--- config.mk ---
export PLATFORM = sky130hd
export DESIGN_NAME = pe_cfg_csr_flat
export DESIGN_NICKNAME = d
export VERILOG_FILES = /design/src/rtl/pe_cfg_csr_if.sv /design/src/rtl/pe_cfg_csr.sv /design/src/flat_wrapper.sv
export SDC_FILE = /design/constraint.sdc
export NUM_CORES = 1
export LEC_CHECK = 0
export ABC_AREA = 1
export CAP_MARGIN = 20
export CORE_AREA = 2 2 112 114
export CTS_BUF_LIST = sky130_fd_sc_hd__clkbuf_4 sky130_fd_sc_hd__clkbuf_8
export DETAILED_ROUTE_END_ITERATION = 7
export DIE_AREA = 0 0 114 116
export PLACE_DENSITY = 0.87
export SYNTH_ARGS = -nofsm -noshare
export SYNTH_HDL_FRONTEND = slang
export SYNTH_SLANG_ARGS = --single-unit
--- constraint.sdc ---
create_clock -name clk -period 11.45 [get_ports clk]
set_input_delay 1.145 -clock clk [delete_from_list [all_inputs] [get_ports clk]]
set_output_delay 1.145 -clock clk [all_outputs]
set_load 0.02 [all_outputs]
--- src/rtl/pe_cfg_csr_if.sv ---
// Host register bus for the PE configuration CSR block.
// Master is the host side, slave is the CSR block.
interface pe_cfg_csr_if #(
  parameter int ADDR_W = 4
);
  logic              reg_write;
  logic [ADDR_W-1:0] reg_addr;
  logic [31:0]       reg_wdata;
  logic [31:0]       reg_rdata;

  modport master (
    output reg_write,
    output reg_addr,
    output reg_wdata,
    input  reg_rdata
  );

  modport slave (
    input  reg_write,
    input  reg_addr,
    input  reg_wdata,
    output reg_rdata
  );
endinterface

--- src/rtl/pe_cfg_csr.sv ---
// Double-buffered PE controller CSR block with job launch/pending/done tracking.
// Optional `PE_CFG_IRQ_EN adds an irq output and an IRQ_MASK register at word 7.
module pe_cfg_csr #(
  parameter int ADDR_W = 4,
  parameter int DIM_W  = 8,
  parameter int KDIM_W = 4,
  parameter int CNT_W  = 32
) (
  input  logic              clk,
  input  logic              rst,
  pe_cfg_csr_if.slave       bus,
  output logic              start,
  input  logic              done,
  output logic [KDIM_W-1:0] kernel_h,
  output logic [KDIM_W-1:0] kernel_w,
  output logic [DIM_W-1:0]  input_h,
  output logic [DIM_W-1:0]  input_w,
  output logic [DIM_W-1:0]  output_h,
  output logic [DIM_W-1:0]  output_w,
  output logic [3:0]        stride,
  output logic [3:0]        padding
`ifdef PE_CFG_IRQ_EN
  ,
  output logic              irq
`endif
);

  typedef enum logic [1:0] {
    S_IDLE,
    S_LAUNCH,
    S_BUSY
  } state_t;

  state_t r_state, w_nxt;

  logic [KDIM_W-1:0] r_sh_kh, r_sh_kw;
  logic [DIM_W-1:0]  r_sh_ih, r_sh_iw;
  logic [DIM_W-1:0]  r_sh_oh, r_sh_ow;
  logic [3:0]        r_sh_st, r_sh_pd;
  logic [CNT_W-1:0]  r_cycles;
  logic              r_start, r_pending;
  logic              r_done_st, r_err;

  logic        w_wr_ctrl, w_wr_stat;
  logic        w_req, w_clr;
  logic        w_w1c_done, w_w1c_err;
  logic        w_pend_eff, w_pend_nxt;
  logic        w_launch, w_done_hw, w_err_hw;
  logic [31:0] w_rdata;

  assign w_wr_ctrl  = bus.reg_write && (bus.reg_addr == ADDR_W'(0));
  assign w_wr_stat  = bus.reg_write && (bus.reg_addr == ADDR_W'(1));
  assign w_req      = w_wr_ctrl && bus.reg_wdata[0];
  assign w_clr      = w_wr_ctrl && bus.reg_wdata[1];
  assign w_w1c_done = w_wr_stat && bus.reg_wdata[1];
  assign w_w1c_err  = w_wr_stat && bus.reg_wdata[3];
  // soft clear is applied before the start request is evaluated
  assign w_pend_eff = r_pending && !w_clr;

  // state register
  always_ff @(posedge clk or posedge rst) begin
    if (rst) r_state <= S_IDLE;
    else     r_state <= w_nxt;
  end

  // next state plus launch/pending/error decisions
  always_comb begin
    w_nxt      = r_state;
    w_launch   = 1'b0;
    w_pend_nxt = w_pend_eff;
    w_done_hw  = 1'b0;
    w_err_hw   = 1'b0;
    unique case (r_state)
      S_IDLE: begin
        if (w_req) begin
          w_nxt    = S_LAUNCH;
          w_launch = 1'b1;
        end
      end
      S_LAUNCH: begin
        w_nxt = S_BUSY;
        if (w_req) begin
          if (w_pend_eff) w_err_hw   = 1'b1;
          else            w_pend_nxt = 1'b1;
        end
      end
      S_BUSY: begin
        if (done) begin
          w_done_hw = 1'b1;
          if (w_pend_eff) begin
            w_nxt      = S_LAUNCH;
            w_launch   = 1'b1;
            w_pend_nxt = 1'b0;
            w_err_hw   = w_req;
          end else if (w_req) begin
            w_nxt    = S_LAUNCH;
            w_launch = 1'b1;
          end else begin
            w_nxt = S_IDLE;
          end
        end else if (w_req) begin
          if (w_pend_eff) w_err_hw   = 1'b1;
          else            w_pend_nxt = 1'b1;
        end
      end
      default: w_nxt = S_IDLE;
    endcase
  end

  // job status flags; hardware set wins over W1C and soft clear
  always_ff @(posedge clk or posedge rst) begin
    if (rst) begin
      r_start   <= 1'b0;
      r_pending <= 1'b0;
      r_done_st <= 1'b0;
      r_err     <= 1'b0;
    end else begin
      r_start   <= w_launch;
      r_pending <= w_pend_nxt;
      r_done_st <= w_done_hw ||
                   (r_done_st && !(w_clr || w_w1c_done));
      r_err     <= w_err_hw ||
                   (r_err && !(w_clr || w_w1c_err));
    end
  end

  // shadow config registers written by the host
  always_ff @(posedge clk or posedge rst) begin
    if (rst) begin
      r_sh_kh <= '0;
      r_sh_kw <= '0;
      r_sh_ih <= '0;
      r_sh_iw <= '0;
      r_sh_oh <= '0;
      r_sh_ow <= '0;
      r_sh_st <= '0;
      r_sh_pd <= '0;
    end else if (bus.reg_write) begin
      case (bus.reg_addr)
        ADDR_W'(2): begin
          r_sh_kw <= bus.reg_wdata[KDIM_W-1:0];
          r_sh_kh <= bus.reg_wdata[8+:KDIM_W];
        end
        ADDR_W'(3): begin
          r_sh_iw <= bus.reg_wdata[DIM_W-1:0];
          r_sh_ih <= bus.reg_wdata[16+:DIM_W];
        end
        ADDR_W'(4): begin
          r_sh_st <= bus.reg_wdata[3:0];
          r_sh_pd <= bus.reg_wdata[7:4];
        end
        ADDR_W'(5): begin
          r_sh_ow <= bus.reg_wdata[DIM_W-1:0];
          r_sh_oh <= bus.reg_wdata[16+:DIM_W];
        end
        default: ;
      endcase
    end
  end

  // active config only moves on launch; old shadow is taken
  always_ff @(posedge clk or posedge rst) begin
    if (rst) begin
      kernel_h <= '0;
      kernel_w <= '0;
      input_h  <= '0;
      input_w  <= '0;
      output_h <= '0;
      output_w <= '0;
      stride   <= '0;
      padding  <= '0;
    end else if (w_launch) begin
      kernel_h <= r_sh_kh;
      kernel_w <= r_sh_kw;
      input_h  <= r_sh_ih;
      input_w  <= r_sh_iw;
      output_h <= r_sh_oh;
      output_w <= r_sh_ow;
      stride   <= r_sh_st;
      padding  <= r_sh_pd;
    end
  end

  // job cycle counter, saturating, counts only while BUSY
  always_ff @(posedge clk or posedge rst) begin
    if (rst) begin
      r_cycles <= '0;
    end else if (w_launch) begin
      r_cycles <= '0;
    end else if (r_state == S_BUSY &&
                 r_cycles != '1) begin
      r_cycles <= r_cycles + 1'b1;
    end
  end

`ifdef PE_CFG_IRQ_EN
  logic [1:0] r_mask;
  logic       r_irq;

  // irq mask register and registered level irq
  always_ff @(posedge clk or posedge rst) begin
    if (rst) begin
      r_mask <= '0;
      r_irq  <= 1'b0;
    end else begin
      if (bus.reg_write &&
          bus.reg_addr == ADDR_W'(7))
        r_mask <= bus.reg_wdata[1:0];
      r_irq <= |(r_mask & {r_err, r_done_st});
    end
  end

  assign irq = r_irq;
`endif

  // combinational read mux; unused bits read 0
  always_comb begin
    w_rdata = '0;
    case (bus.reg_addr)
      ADDR_W'(0): w_rdata[1:0] = {r_pending, r_start};
      ADDR_W'(1): w_rdata[3:0] = {r_err, r_pending,
                                  r_done_st,
                                  r_state != S_IDLE};
      ADDR_W'(2): begin
        w_rdata[KDIM_W-1:0] = r_sh_kw;
        w_rdata[8+:KDIM_W]  = r_sh_kh;
      end
      ADDR_W'(3): begin
        w_rdata[DIM_W-1:0] = r_sh_iw;
        w_rdata[16+:DIM_W] = r_sh_ih;
      end
      ADDR_W'(4): w_rdata[7:0] = {r_sh_pd, r_sh_st};
      ADDR_W'(5): begin
        w_rdata[DIM_W-1:0] = r_sh_ow;
        w_rdata[16+:DIM_W] = r_sh_oh;
      end
      ADDR_W'(6): w_rdata[CNT_W-1:0] = r_cycles;
`ifdef PE_CFG_IRQ_EN
      ADDR_W'(7): w_rdata[1:0] = r_mask;
`endif
      default: ;
    endcase
  end

  assign bus.reg_rdata = w_rdata;
  assign start         = r_start;

endmodule

--- src/flat_wrapper.sv ---
// flat-port wrapper written by rule: the top's interface ports become plain ports
module pe_cfg_csr_flat 
#(
  parameter int ADDR_W = 4,
  parameter int DIM_W  = 8,
  parameter int KDIM_W = 4,
  parameter int CNT_W  = 32
)
  (clk, rst, start, done, kernel_h, kernel_w, input_h, input_w, output_h, output_w, stride, padding, bus_reg_write, bus_reg_addr, bus_reg_wdata, bus_reg_rdata);
  pe_cfg_csr_if #(.ADDR_W(ADDR_W)) bus_i ();
  input  logic clk;
  input  logic rst;
  output logic start;
  input  logic done;
  output logic [KDIM_W-1:0] kernel_h;
  output logic [KDIM_W-1:0] kernel_w;
  output logic [DIM_W-1:0] input_h;
  output logic [DIM_W-1:0] input_w;
  output logic [DIM_W-1:0] output_h;
  output logic [DIM_W-1:0] output_w;
  output logic [3:0] stride;
  output logic [3:0] padding;
  input wire logic [$bits(bus_i.reg_write)-1:0] bus_reg_write;
  input wire logic [$bits(bus_i.reg_addr)-1:0] bus_reg_addr;
  input wire logic [$bits(bus_i.reg_wdata)-1:0] bus_reg_wdata;
  output wire logic [$bits(bus_i.reg_rdata)-1:0] bus_reg_rdata;
  assign bus_i.reg_write = bus_reg_write;
  assign bus_i.reg_addr = bus_reg_addr;
  assign bus_i.reg_wdata = bus_reg_wdata;
  assign bus_reg_rdata = bus_i.reg_rdata;
  pe_cfg_csr #(.ADDR_W(ADDR_W), .DIM_W(DIM_W), .KDIM_W(KDIM_W), .CNT_W(CNT_W)) u_core (.clk(clk), .rst(rst), .bus(bus_i), .start(start), .done(done), .kernel_h(kernel_h), .kernel_w(kernel_w), .input_h(input_h), .input_w(input_w), .output_h(output_h), .output_w(output_w), .stride(stride), .padding(padding));
endmodule
==> results of run 1 <==
[worst max-delay path, stage by stage]
cell and delay, ns:
sky130_fd_sc_hd__clkdlybuf4s50_1 0.54, sky130_fd_sc_hd__inv_1 0.07, sky130_fd_sc_hd__nor2_2 0.34, sky130_fd_sc_hd__nand2_1 0.76, sky130_fd_sc_hd__o21ai_0 0.60, sky130_fd_sc_hd__a21oi_1 0.10
sky130_fd_sc_hd__nand4_1 0.11, sky130_fd_sc_hd__clkdlybuf4s50_1 0.61
[synthesized netlist by cell type (all sizes together)]
master,n
o31ai,1
inv,88
xnor2,1
ha,6
nand3,74
o211ai,7
xor2,5
o2111ai,2
or2,2
nor2,102
a21oi,14
nand4,9
nor3,2
buf,22
o22ai,3
o21bai,1
clkbuf,10
clkinv,1
nand2,377
dfrtp,134
o21ai,60
nand3b,4
[cell type report]
cell class / instances / area (um2) / area share
flip-flops and latches: 134 / 3350 / 0.401
multi-input cells: 670 / 2970 / 0.356
inverters: 89 / 337 / 0.0403
clock inverters: 10 / 118 / 0.0141
repair buffers: 110 / 1100 / 0.131
well taps: 147 / 184 / 0.0220
clock buffers: 22 / 297 / 0.0355
[registers in the layout, indices dropped and copies added, names as in the netlist, 8 cells and up]
signal and count:
u_core.r_sh_ow 8, u_core.input_w 8, u_core.output_w 8, u_core.r_sh_ih 8, u_core.r_sh_oh 8, u_core.input_h 8, u_core.output_h 8, u_core.r_cycles 32
u_core.r_sh_iw 8
[layer usage]
| metal | vias to the layer above | GRT usage |
|---|---|---|
| met5 | - | 0 |
| met4 | 0 | 0.129 |
| met3 | 50 | 0.0617 |
| met2 | 295 | 0.462 |
| met1 | 3068 | 0.382 |
| li1 | 3077 | - |
[where the power goes]
part           switching [uW]  total [uW]  internal (uW)
clock network             193         413            220
logic                     170         277            107
registers                59.1         603            544
[kinds of logic after synthesis]
logic type | after synthesis
and+or+nand+nor | 570
DFF | 134
buffers and inverters | 121
AOI/OAI and AO/OA | 88
xor gates and xnor gates | 6
adders and majority gates | 6
[stage by stage]
step            util  cell area, um2  setup slack [ns]  std cells
2_1_floorplan      -            6890              6.72        925
3_3_place_gp   0.667            7940              6.17       1150
3_5_place_dp   0.667            7940              6.12       1150
4_1_cts        0.701            8350              6.07       1182
5_1_grt        0.701            8350              5.88       1182
6_report       0.701            8350              6.02       1182
[worst max path at each step]
stage | slack [ns] | cells past startpoint | end
final | 6.02 | 8 | bus_reg_rdata[3]
after global routing | 5.88 | 8 | bus_reg_rdata[3]
after CTS | 6.07 | 8 | bus_reg_rdata[3]
after detailed placement | 6.12 | 8 | bus_reg_rdata[3]
after global placement | 6.17 | 8 | bus_reg_rdata[3]
after floorplan | 6.72 | 1 | u_core.input_h[0]
==> metrics.txt, run 1 <==
# TYPE chip_impl_metric gauge
chip_impl_metric{name="finalCriticalPeriod",unit="ns"} 5.43
chip_impl_metric{name="critPathMaxFanout",unit=""} 25
chip_impl_metric{name="floorplan.initialDensity",unit=""} 0.579
chip_impl_metric{name="timing_worst_slew_pin_value",unit="ns"} 1.11
chip_impl_metric{name="netlist-cell-type-count",unit=""} 32
chip_impl_metric{name="number_of_detailed_routing_iterations_run_before_antenna_repair",unit=""} 5
chip_impl_metric{name="synth_simple_gate_area_frac",unit=""} 0.342
chip_impl_metric{name="timing.fmax",unit="GHz"} 0.184
chip_impl_info{name="criticalPathCategory",value="input port to primary output"} 1
chip_impl_info{name="rsz0062_at_grt",value="false"} 1
chip_impl_metric{name="clock_latency_of_the_later_clocked_register_in_the_worst_skew_pair",unit="ns"} 0.46
chip_impl_metric{name="yosys.area_share.adder",unit=""} 0.0109
chip_impl_info{name="hold-path-endpoint",value="u_core.input_h[4]"} 1
chip_impl_metric{name="timing.clock.skew",unit="ns"} 0.00906
chip_impl_metric{name="finalWeightedCongestion",unit=""} 0.913
chip_impl_metric{name="power.ir.vdd_worst",unit="mV"} 0.144
chip_impl_metric{name="cp_data_required_time",unit="ns"} 10.31
chip_impl_metric{name="setup_tns",unit="ns"} 0
chip_impl_metric{name="route.final.wire_length",unit="um"} 18000
chip_impl_info{name="worstSetupStartpoint",value="bus_reg_addr[1]"} 1
chip_impl_info{name="layout.cells.most_common",value="sky130_fd_sc_hd__nand2_1"} 1
chip_impl_metric{name="area.growth.synth_to_final",unit="%"} 21.2
chip_impl_metric{name="cts.repair_timing.setup_buffer_count",unit=""} 0
chip_impl_info{name="synth_top_family_by_area",value="simple AND/OR/NAND/NOR gates"} 1
chip_impl_metric{name="reg2reg_setup_slack",unit="ns"} 8.79
chip_impl_metric{name="avgRoutedWirePerCell",unit="um"} 15.2
chip_impl_metric{name="num_clock_sinks",unit=""} 134
chip_impl_metric{name="synth_fp_nets",unit=""} 971
chip_impl_metric{name="grt_max_degree",unit=""} 102
chip_impl_metric{name="met2_length",unit="um"} 8460
chip_impl_metric{name="maxSlewViolCount",unit=""} 0
chip_impl_metric{name="worstHoldPathCells",unit=""} 2
chip_impl_metric{name="grt_first_pass_wirelength",unit="um"} 29700
chip_impl_metric{name="worst_slew_margin_rel",unit=""} 0.256
chip_impl_metric{name="power.total",unit="uW"} 1290
chip_impl_metric{name="cts_resized",unit=""} 0
chip_impl_metric{name="number_of_buffers_on_the_longest_clock_path",unit=""} 2
chip_impl_info{name="timing.rr.start",value="u_core.r_state[0]"} 1
chip_impl_metric{name="first_global_vias",unit=""} 6060
chip_impl_metric{name="via_count",unit=""} 6490
chip_impl_metric{name="yosys_register_bits",unit=""} 134
chip_impl_metric{name="htreeDepth",unit=""} 4
chip_impl_metric{name="detailedRoute.firstIterationViolations",unit=""} 568
chip_impl_metric{name="placeableCoreArea",unit="um2"} 11900
chip_impl_metric{name="i_o_pin_count",unit=""} 121
chip_impl_info{name="final_cell_mix",value="sky130_fd_sc_hd__nand2_1 (369), sky130_fd_sc_hd__dfrtp_1 (134), sky130_fd_sc_hd__clkdlybuf4s50_1 (108)"} 1
chip_impl_metric{name="antenna_found_initial",unit=""} 0
chip_impl_metric{name="synth_xor_xnor_area_share",unit=""} 0.00763
chip_impl_metric{name="synth.yosys.seq_area_share",unit=""} 0.487
chip_impl_metric{name="finalHoldViolations",unit=""} 0
chip_impl_metric{name="grt_remaining_overflow",unit=""} 0
chip_impl_metric{name="grt_usage",unit=""} 0.288
chip_impl_info{name="min_path_type",value="register to register"} 1
chip_impl_metric{name="synth_top_area_frac",unit=""} 0.487
chip_impl_metric{name="crit_arrival",unit="ns"} 4.29
chip_impl_metric{name="clock_pin_slew_on_the_worst_setup_and_hold_paths",unit="ns"} 0.07
chip_impl_metric{name="synth.area.mux_share",unit=""} 0
chip_impl_info{name="endpoint_kind",value="primary output"} 1
chip_impl_metric{name="detail_route.drc_violations",unit=""} 0
chip_impl_metric{name="die-width",unit="um"} 114
chip_impl_metric{name="setup_viol",unit=""} 0
chip_impl_info{name="min_from",value="u_core.input_h[4]"} 1
chip_impl_info{name="synth_top_cells_by_area",value="sky130_fd_sc_hd__dfrtp_1 (49%), sky130_fd_sc_hd__nand2_1 (20%), sky130_fd_sc_hd__nand3_1 (5.3%)"} 1
chip_impl_info{name="top_layer_used",value="met4"} 1
chip_impl_metric{name="rows",unit=""} 40
chip_impl_metric{name="leak",unit="uW"} 0.00412
chip_impl_metric{name="ff2ff_path_depth",unit=""} 7
chip_impl_metric{name="post_synth_instance_area",unit="um2"} 6890
chip_impl_info{name="cts_tree",value="done"} 1
chip_impl_metric{name="fin_worst_hold_slack",unit="ns"} 0.480
chip_impl_metric{name="filler_cell_count",unit=""} 957
chip_impl_metric{name="insertedDiodeCount",unit=""} 0
chip_impl_metric{name="numPortBuffers",unit=""} 108
chip_impl_metric{name="dieArea",unit="um2"} 13200
chip_impl_metric{name="synthesis.yosys.warnings",unit=""} 0
chip_impl_metric{name="met3_routed_length",unit="um"} 1450
chip_impl_metric{name="post-route-period-util",unit=""} 0.475
chip_impl_info{name="worst_setup_path_start_kind",value="input port"} 1
chip_impl_metric{name="nets_final",unit=""} 1068
chip_impl_info{name="cts_root_buffer",value="sky130_fd_sc_hd__clkbuf_8"} 1
chip_impl_metric{name="drive_above_1_share",unit=""} 0.0599
chip_impl_metric{name="floorplan.die.height",unit="um"} 116
chip_impl_metric{name="number_of_buffers_inserted_during_clock_tree_synthesis",unit=""} 17
chip_impl_metric{name="detailedPlacementHpwl",unit="um"} 12000
chip_impl_metric{name="routed_antenna_nets",unit=""} 0
chip_impl_info{name="post-synth-top-area-cell",value="sky130_fd_sc_hd__dfrtp_1"} 1
chip_impl_metric{name="maxCapViolCount",unit=""} 0
chip_impl_metric{name="number_of_buffers_added_to_fix_hold_violations_after_cts",unit=""} 0
chip_impl_metric{name="routed_via_density",unit=""} 5.49
chip_impl_info{name="outcome",value="finished clean"} 1
chip_impl_metric{name="synth_cells",unit=""} 925
chip_impl_metric{name="synth_compound_gate_area_share",unit=""} 0.0694
chip_impl_metric{name="power_density",unit="nW/um2"} 155
chip_impl_metric{name="wirelength_met1",unit="um"} 7530
chip_impl_info{name="crit_reg_reg_endpoint",value="u_core.r_cycles[2]"} 1
chip_impl_metric{name="syn-mean-instance-area",unit="um2"} 7.45
No activity file was read; power rests on OpenSTA's default activity.
==> run 2: changes to the inputs <==
CORE_AREA = 2 2 115 117   (was 2 2 112 114)
DIE_AREA = 0 0 117 119   (was 0 0 114 116)
PLACE_DENSITY = 0.83   (was 0.87)
clock period = 5.55 ns   (was 11.45 ns; I/O delays follow)
==> run 2 against run 1 <==
Compared with the run above:
- cell area up 1.1%
- register-to-register slack worse by 6.0 ns
- worst setup slack worse by 4.2 ns
- power up 110%
- clock-buffer cell count down 3
- clock power up 110%
- cell count up 2.6%
- die area up 5.3%
==> metrics.txt, run 2 (synthesis results as in run 1) <==
# TYPE chip_impl_metric gauge
chip_impl_metric{name="number_of_detailed_routing_iterations_run_before_antenna_repair",unit=""} 5
chip_impl_metric{name="clock_pin_slew_on_the_worst_setup_and_hold_paths",unit="ns"} 0.08
chip_impl_metric{name="setup_tns",unit="ns"} 0
chip_impl_info{name="layout.cells.most_common",value="sky130_fd_sc_hd__nand2_1"} 1
chip_impl_metric{name="detailedRoute.firstIterationViolations",unit=""} 575
chip_impl_metric{name="placement.cell_area",unit="um2"} 7980
chip_impl_metric{name="grt_first_pass_wirelength",unit="um"} 29000
chip_impl_info{name="top_reg_by_flops",value="u_core.r_cycles"} 1
chip_impl_metric{name="grt_remaining_overflow",unit=""} 0
chip_impl_metric{name="p_sw",unit="uW"} 876
chip_impl_metric{name="avgRoutedWirePerCell",unit="um"} 14.5
chip_impl_info{name="endpoint_kind",value="primary output"} 1
chip_impl_metric{name="detailedPlacementHpwl",unit="um"} 11900
chip_impl_metric{name="floorplan.die.height",unit="um"} 119
chip_impl_metric{name="nets_final",unit=""} 1070
chip_impl_info{name="timing.critical_path.mode_cell",value="sky130_fd_sc_hd__clkdlybuf4s50_1"} 1
chip_impl_metric{name="place_ws",unit="ns"} 1.78
chip_impl_metric{name="i_o_pin_count",unit=""} 121
chip_impl_metric{name="timing_worst_slew_pin_value",unit="ns"} 1.01
chip_impl_metric{name="maxCapViolCount",unit=""} 0
chip_impl_metric{name="layout.area.seq",unit="um2"} 3350
chip_impl_info{name="cts_tree",value="done"} 1
chip_impl_metric{name="timing.fmax",unit="GHz"} 0.266
chip_impl_metric{name="detail_route.drc_violations",unit=""} 0
chip_impl_metric{name="die-width",unit="um"} 117
chip_impl_metric{name="timing.clock.skew",unit="ns"} 0.0119
chip_impl_metric{name="finalWeightedCongestion",unit=""} 0.905
chip_impl_info{name="cp_cell_sequence",value="clkdlybuf4s50_1 -> inv_1 -> nor2_2 -> nand2_1 -> buf_4 -> o21ai_0 -> a21oi_1 -> nand4_1 -> clkdlybuf4s50_1"} 1
chip_impl_metric{name="switching_share",unit=""} 0.325
chip_impl_metric{name="clock_latency_of_the_later_clocked_register_in_the_worst_skew_pair",unit="ns"} 0.46
chip_impl_metric{name="grt_max_degree",unit=""} 102
chip_impl_metric{name="final.setup.worst_slack",unit="ns"} 1.79
chip_impl_metric{name="setup_viol",unit=""} 0
chip_impl_metric{name="insertedDiodeCount",unit=""} 0
chip_impl_metric{name="maxSlewViolCount",unit=""} 0
chip_impl_metric{name="number_of_buffers_added_to_fix_hold_violations_after_cts",unit=""} 0
chip_impl_metric{name="numPlacedInstances",unit=""} 1180
chip_impl_info{name="final_cell_mix",value="sky130_fd_sc_hd__nand2_1 (369), sky130_fd_sc_hd__dfrtp_1 (134), sky130_fd_sc_hd__clkdlybuf4s50_1 (108)"} 1
chip_impl_info{name="worst_setup_path_start_kind",value="input port"} 1
chip_impl_metric{name="routed_via_density",unit=""} 5.23
chip_impl_metric{name="critPathMaxStageDelay",unit="ns"} 0.62
chip_impl_info{name="outcome",value="finished clean"} 1
chip_impl_metric{name="power.sequential.fraction",unit=""} 0.462
chip_impl_metric{name="dieArea",unit="um2"} 13900
chip_impl_info{name="crit_reg_reg_endpoint",value="u_core.r_cycles[16]"} 1
chip_impl_metric{name="reg2reg_setup_slack",unit="ns"} 2.77
chip_impl_metric{name="pwr-share-comb",unit=""} 0.212
chip_impl_metric{name="cts.repair_timing.setup_buffer_count",unit=""} 0
chip_impl_info{name="cts_root_buffer",value="sky130_fd_sc_hd__clkbuf_8"} 1
chip_impl_metric{name="worst_slew_margin_rel",unit=""} 0.326
chip_impl_metric{name="htreeDepth",unit=""} 4
chip_impl_metric{name="grt_usage",unit=""} 0.267
chip_impl_metric{name="filler_cell_count",unit=""} 1109
chip_impl_metric{name="power_density",unit="nW/um2"} 319
chip_impl_metric{name="cts_resized",unit=""} 0
chip_impl_info{name="timing.rr.start",value="u_core.r_state[0]"} 1
chip_impl_metric{name="final_area",unit="um2"} 8440
chip_impl_metric{name="number_of_buffers_inserted_during_clock_tree_synthesis",unit=""} 17
chip_impl_metric{name="first_global_vias",unit=""} 5971
chip_impl_metric{name="critPathMaxFanout",unit=""} 17
chip_impl_metric{name="power.ir.vdd_worst",unit="mV"} 0.251
chip_impl_metric{name="antenna_found_initial",unit=""} 0
chip_impl_metric{name="routed_antenna_nets",unit=""} 0
chip_impl_info{name="rsz0062_at_grt",value="false"} 1
chip_impl_metric{name="route.final.wire_length",unit="um"} 17600
chip_impl_metric{name="utilization",unit=""} 0.656
chip_impl_metric{name="placeableCoreArea",unit="um2"} 12900
chip_impl_metric{name="rows",unit=""} 42
chip_impl_metric{name="internal-power",unit="uW"} 1820
chip_impl_metric{name="numPortBuffers",unit=""} 108
chip_impl_metric{name="post-route-period-util",unit=""} 0.677
chip_impl_metric{name="cp_data_required_time",unit="ns"} 4.99
chip_impl_info{name="timing.critical_path.slowest_stage_cell",value="sky130_fd_sc_hd__clkdlybuf4s50_1"} 1
chip_impl_metric{name="leak",unit="uW"} 0.00413
chip_impl_info{name="criticalPathCategory",value="input port to primary output"} 1
chip_impl_metric{name="via_count",unit=""} 6350
chip_impl_metric{name="crit_arrival",unit="ns"} 3.20
chip_impl_metric{name="post_layout_nonfiller_instances",unit=""} 1213
chip_impl_metric{name="number_of_buffers_on_the_longest_clock_path",unit=""} 2
chip_impl_metric{name="multi_input_area",unit="um2"} 2970
chip_impl_metric{name="largest_reg_flops",unit=""} 32
chip_impl_info{name="min_path_type",value="input port to asynchronous set/reset pin"} 1
chip_impl_metric{name="drive_above_1_share",unit=""} 0.0617
chip_impl_metric{name="share_clk_of_total_power",unit=""} 0.326
chip_impl_metric{name="area.growth.synth_to_final",unit="%"} 22.5
chip_impl_metric{name="floorplan.initialDensity",unit=""} 0.535
chip_impl_metric{name="ff2ff_path_depth",unit=""} 7
chip_impl_metric{name="num_clock_sinks",unit=""} 134
chip_impl_metric{name="finalHoldViolations",unit=""} 0
chip_impl_metric{name="finalCriticalPeriod",unit="ns"} 3.76
-- run 2: cell count changes in the layout (fill, tap and decap cells not counted) --
cell	before	now
sky130_fd_sc_hd__bufinv_16	2	3
sky130_fd_sc_hd__buf_16	0	1
sky130_fd_sc_hd__clkinv_2	3	1
sky130_fd_sc_hd__inv_6	2	3
sky130_fd_sc_hd__clkinv_4	2	3
sky130_fd_sc_hd__clkbuf_8	21	19
sky130_fd_sc_hd__buf_4	2	3
sky130_fd_sc_hd__clkinvlp_4	1	3
sky130_fd_sc_hd__clkbuf_4	1	0
-- run 2: layer usage --
| metal | global-route usage | share of wire | vias to the layer above | wire (um) |
|---|---|---|---|---|
| met4 | 0.0985 | 0.018 | 0 | 320 |
| li1 | - | - | 3101 | - |
| met1 | 0.377 | 0.44 | 2978 | 7730 |
| met2 | 0.413 | 0.47 | 245 | 8320 |
| met5 | 0 | 0 | - | 0 |
| met3 | 0.0509 | 0.068 | 26 | 1200 |
-- run 2: worst max path at each step --
stage,from,endpoint
after global placement,bus_reg_addr[1],bus_reg_rdata[3]
after floorplan,rst,u_core.input_h[0]
final,bus_reg_addr[1],bus_reg_rdata[3]
after global routing,bus_reg_addr[1],bus_reg_rdata[3]
after CTS,bus_reg_addr[1],bus_reg_rdata[3]
after detailed placement,bus_reg_addr[1],bus_reg_rdata[3]
-- run 2: worst max-delay path: cells and delay by family --
family | cells | cell delay (ns)
AND/OR/NAND/NOR | 3 | 0.74
buffers and inverters | 4 | 1.53
AO/OA/AOI/OAI | 2 | 0.36
-- run 2: power groups by stage --
stage / registers, uW / logic (uW) / clock network [uW]
detailed placement: 1260 / 565 / 0
floorplan: 1280 / 317 / 0
CTS: 1240 / 571 / 890
global route: 1260 / 637 / 932
finish: 1240 / 572 / 878
global placement: 1250 / 546 / 0
-- run 2: through the flow --
stage,hold slack (ns),total power [uW]
3_5_place_dp,0.465,1820
4_1_cts,0.486,2700
6_report,0.370,2690
5_1_grt,0.380,2830
2_1_floorplan,0.464,1600
3_3_place_gp,0.462,1800
-- run 2: area by class of cell --
type                    instances  share of cell area
inverters                      89              0.0399
clock inverters                13              0.0202
multi-input cells             670               0.352
repair buffers                112               0.134
flip-flops and latches        134               0.397
clock buffers                  19              0.0310
well taps                     176              0.0261
